File: src/rtl/serial_subtractor.sv
// Purpose : bit-serial A - B - Bin, BPC bits per clock, LSB chunk first, borrow carried in a register.
// Latency : N = WIDTH/BPC cycles from accept to out_valid; one op per N+2 cycles at best.
// Backpressure: result (Diff/Bout/Ovf) held with out_valid high while out_ready is low; in_ready low while busy.
//
// Ports:
//   clk, rst_n            - clock, asynchronous active-low reset
//   in_valid / in_ready   - operand handshake (in_ready high only in IDLE)
//   A, B, Bin             - minuend, subtrahend, borrow-in (WIDTH, WIDTH, 1)
//   out_valid / out_ready - result handshake (out_valid high only in DONE)
//   Diff, Bout            - (A - B - Bin) mod 2^WIDTH, final borrow
//   Ovf                   - signed overflow, only when SUB_OVF_EN is defined
module serial_subtractor #(
  parameter int WIDTH = 8,
  parameter int BPC   = 1
) (
  input  logic             clk,
  input  logic             rst_n,
  input  logic             in_valid,
  output logic             in_ready,
  input  logic [WIDTH-1:0] A,
  input  logic [WIDTH-1:0] B,
  input  logic             Bin,
  output logic             out_valid,
  input  logic             out_ready,
  output logic [WIDTH-1:0] Diff,
  output logic             Bout
`ifdef SUB_OVF_EN
  ,
  output logic             Ovf
`endif
);

  localparam int N  = WIDTH / BPC;
  localparam int CW = (N > 1) ? $clog2(N) : 1;
  localparam logic [CW-1:0] LAST = CW'(N - 1);

  generate
    if (WIDTH < 1 || (WIDTH % BPC) != 0) begin : g_bad_cfg
      $error("serial_subtractor: WIDTH must be >= 1 and a multiple of BPC");
    end
  endgenerate

  typedef enum logic [1:0] {
    IDLE = 2'd0,
    RUN  = 2'd1,
    DONE = 2'd2
  } state_t;

  state_t state;

  // Operands and result kept as chunk arrays so the per-cycle select is a
  // plain N-way mux indexed by the counter.
  logic [N-1:0][BPC-1:0] a_q;
  logic [N-1:0][BPC-1:0] b_q;
  logic [N-1:0][BPC-1:0] diff_q;
  logic [CW-1:0]         cnt;
  logic                  brw;
  logic                  bout_q;

  logic [BPC-1:0] a_c;
  logic [BPC-1:0] b_c;
  logic [BPC-1:0] d_c;
  logic           b_nxt;

  // One BPC-bit subtract per cycle; the extra top bit of the BPC+1 result
  // is the borrow out of this chunk.
  always_comb begin
    a_c = a_q[cnt];
    b_c = b_q[cnt];
    {b_nxt, d_c} = {1'b0, a_c} - {1'b0, b_c} - {{BPC{1'b0}}, brw};
  end

`ifdef SUB_OVF_EN
  logic ovf_q;
`endif

  always_ff @(posedge clk or negedge rst_n) begin
    if (!rst_n) begin
      state  <= IDLE;
      cnt    <= '0;
      brw    <= 1'b0;
      a_q    <= '0;
      b_q    <= '0;
      diff_q <= '0;
      bout_q <= 1'b0;
`ifdef SUB_OVF_EN
      ovf_q  <= 1'b0;
`endif
    end else begin
      case (state)
        IDLE: begin
          if (in_valid) begin
            a_q   <= A;
            b_q   <= B;
            brw   <= Bin;
            cnt   <= '0;
            state <= RUN;
          end
        end
        RUN: begin
          diff_q[cnt] <= d_c;
          brw         <= b_nxt;
          cnt         <= cnt + 1'b1;
          if (cnt == LAST) begin
            bout_q <= b_nxt;
            state  <= DONE;
`ifdef SUB_OVF_EN
            // The last chunk holds the MSB, so d_c[BPC-1] is the final Diff MSB.
            ovf_q  <= (a_q[N-1][BPC-1] != b_q[N-1][BPC-1]) &&
                      (d_c[BPC-1] != a_q[N-1][BPC-1]);
`endif
          end
        end
        DONE: begin
          if (out_ready) begin
            state <= IDLE;
          end
        end
        default: state <= IDLE;
      endcase
    end
  end

  // Handshake flags decode straight from the state register.
  assign in_ready  = (state == IDLE);
  assign out_valid = (state == DONE);
  assign Diff      = diff_q;
  assign Bout      = bout_q;
`ifdef SUB_OVF_EN
  assign Ovf       = ovf_q;
`endif

endmodule

File: config.mk
export PLATFORM = sky130hd
export DESIGN_NAME = serial_subtractor
export DESIGN_NICKNAME = d
export VERILOG_FILES = /design/src/rtl/serial_subtractor.sv
export SDC_FILE = /design/constraint.sdc
export NUM_CORES = 1
export LEC_CHECK = 0
export ABC_AREA = 1
export CORE_MARGIN = 4
export CORE_UTILIZATION = 55
export DETAILED_ROUTE_END_ITERATION = 8
export DONT_BUFFER_PORTS = 1
export MAX_ROUTING_LAYER = met4
export PLACE_DENSITY = 0.79
export SYNTH_ARGS = -nofsm -noshare
export SYNTH_HDL_FRONTEND = slang
export SYNTH_SLANG_ARGS = --single-unit
File: constraint.sdc
create_clock -name clk -period 2 [get_ports clk]
set_clock_uncertainty 0.1 [all_clocks]
set_input_delay 0.4 -clock clk [delete_from_list [all_inputs] [get_ports clk]]
set_output_delay 0.4 -clock clk [all_outputs]
set_load 0.005 [all_outputs]
==> results by group <==
CTS
  – Total CTS buffers: 5
  – Sink Count: 31
  – TritonCTS clock tree: done
  – CTS Buffer Depth: 2
  – Clock latency on the worst-skew pair: 0.34 ns
  – Clock-pin transition on the worst setup and hold timing paths: 0.10 ns
  – Clock root buffer: clkbuf_4
  – H-tree Lvls: 2

Power
  – Pwr dens: 1840 nW/um^2
  – Max VDD drop: 1200 uV
  – Leakage: 0.875 nW

STA
  – Min Tclk post-route: 1.90 ns
  – Worst setup margin: 0.101 ns
  – Period utilization: 95.0%
  – Unrepaired setup endpoints after global routing: true
  – Number of setup violations in the final report: 0
  – Fmax: 0.526 GHz
  – Slew @ Worst Pin: 0.312 ns
  – Max transition margin: 79.2%
  – Fin. max-slew vios: 0
  – Final Hold Fails: 0

Floorplan
  – Starting Density: 58.8%
  – Die Y: 59.9 um
  – Rows: 18
  – Die width: 59.9 um
  – # IOs: 32
  – Core Footprint: 2520 um^2
  – Die ar.: 3590 um^2

Global routing
  – Initial antenna violation count: 0
  – First-pass GRT wire length: 5.35 mm
  – Largest net degree at the start of global routing: 34
  – GRT Util Overall: 21.4%
  – Gr ovfl total: 0
  – Number of global-route vias before repair: 1293

Place
  – Final GP Congestion: 0.875
  – DP HPWL: 2.27 mm
  – Placed cell area: 1530 um^2
  – # port buffers: 0
  – Setup WS pre-CTS: 0.0205 ns

Worst setup path
  – Reg2reg setup slack: 0.10 ns
  – Worst r2r src: cnt[0]
  – Worst Path Buf+Inv: 2
  – WP data arrival: 2.08 ns
  – Setup CP Type: register to register
  – Cell mode on critical path: nand2_1
  – Crit path launch: cnt[0]
  – Max incr delay on CP: 0.64 ns
  – CP cell instances: buf_6, nand2_1, nand3_1, nand2_1, inv_1, nand2_1, fa_2, nand3_1, nand2_1
  – CP top delay family: adder cells
  – Worst setup EP type: register
  – CP Depth: 9
  – Setup crit start kind: register
  – Setup crit end: Diff[6]
  – Crit path max fanout: 8
  – Slowest stage cell, crit path: fa_2
  – R2r endpoint: Diff[6]
  – CP required: 2.18 ns
  – Reg2Reg Depth: 9

Routing
  – WL/cell: 14.1 um
  – Vias: 1221
  – Post-Route WL: 3.16 mm
  – Final routed DRC violation total: 0
  – Post-route antenna net violation count: 0
  – Initial detailed-routing violation count: 27
  – DR pass1 iterations: 4
  – Vias per inst: 5.43

Final layout
  – Layout overhead on the synthesized area: 14.3%
  – Fillers: 211
  – Post-route cell area: 1700 um^2
  – Layout cell share with drive strength beyond 1: 14.9%
  – Fin nets: 218
  – Ant diodes: 0

Synth
  – Mapped Area: 1480 um^2
  – Netlist cell types: 20
  – Sequential fraction of the synthesis area: 52.3%
  – Cells after synthesis: 183
  – Syn Nets: 207
  – Synth Register Bits: 31
  – Synth warn: 0
  – Mean Syn Cell Area: 8.11 um^2

Flow run
  – Max-cap violations: 0

Run status
  – Status: finished clean

Worst hold path
  – HP Class: input pin to register
[sequential cells by signal, indices dropped and copies added (netlist names)]
| register | flops |
|---|---|
| cnt | 3 |
| b_q | 8 |
| Bout | 1 |
| a_q | 8 |
| Diff | 8 |
| state | 2 |
| brw | 1 |
[Yosys cell counts]
library cell | number | share of area [%]
o21ai_0 | 4 | 1.3
nor2_1 | 21 | 5.3
inv_1 | 24 | 6.1
a21oi_1 | 16 | 5.4
buf_4 | 3 | 1.5
buf_2 | 1 | 0.34
dfrtp_1 | 31 | 52
ha_1 | 2 | 1.7
nand2_4 | 1 | 0.76
nand2_2 | 1 | 0.42
o31ai_1 | 1 | 0.51
o21ai_1 | 1 | 0.34
nand2_1 | 51 | 13
fa_1 | 1 | 1.3
nand3_1 | 17 | 5.7
o211ai_1 | 1 | 0.51
o21bai_1 | 1 | 0.51
inv_2 | 2 | 0.51
clkbuf_1 | 1 | 0.25
nor2_4 | 3 | 2.3
[metrics by stage]
step | utilization, % | setup TNS [ns] | cells | hold slack [ns] | power (W)
global route | 67.3 | -0.00370 | 225 | 0.0541 | 0.00337
floorplan | - | 0 | 183 | 0.00441 | 0.00204
finish | 67.3 | 0 | 225 | 0.0543 | 0.00312
detailed placement | 60.6 | 0 | 213 | 0.00526 | 0.00238
CTS | 65.9 | 0 | 223 | 0.0510 | 0.00303
global placement | 60.6 | 0 | 213 | 0.00521 | 0.00229
[logic make-up (layout without fill, tap and decap cells)]
logic type	Yosys count	count (layout)	synth area share, %
buf+inv	31	43	8.68
fa+ha+maj	3	3	3.04
simple gates	94	94	27.4
compound gates	24	24	8.60
flops	31	31	52.3
[area by class of cell]
type	instances	area, um^2	area share [%]
tap	30	37.5	2.21
sequential	31	779	45.9
clock buffer	6	41.3	2.43
timing repair inverter	1	5.00	0.295
timing repair buffer	8	78.8	4.65
clock inverter	2	60.1	3.54
multi-input combinational	121	592	34.9
inverter	26	103	6.05
[what timing repair did]
item,4_1_cts,5_1_grt
pin swaps,0,2
hold buffers,2,0
endpoints found under the setup margin,4,8
hold endpoints to repair,31,0
cloned,0,1
resized for setup,1,10
buffers inserted,0,1
[where the power goes]
group / internal [W] / switching, W
clock network: 0.000390 / 0.000214
registers: 0.000920 / 0.000192
logic: 0.000528 / 0.000872
total: 0.00184 / 0.00128
[placed cells by master, fill, tap and decap left out, drive strengths merged]
cell type and n:
nor2 24, a21oi 16, dlygate4sd3 1, clkinv 2
o211ai 1, buf 7, nand2 53, o21bai 1
clkbuf 6, nand3 17, o31ai 1, bufinv 2
fa 1, ha 2, dfrtp 31, o21ai 5
inv 25
[worst min-delay path by stage]
stage | start | endpoint | slack, ns | cells after the start
5_1_grt | out_ready | state[1] | 0.05 | 1
6_report | out_ready | state[1] | 0.05 | 1
3_5_place_dp | rst_n | Bout | 0.005 | 0
3_3_place_gp | rst_n | Bout | 0.005 | 0
4_1_cts | out_ready | state[1] | 0.05 | 1
2_1_floorplan | rst_n | Bout | 0.004 | 0
[per-layer routing]
metal	global-route usage [%]	part of all wire, %
met4	9.18	2.4
met5	-	0
met2	37.3	53
met1	21.0	39
met3	8.21	5.6
Power figures use the tool's default switching activity.
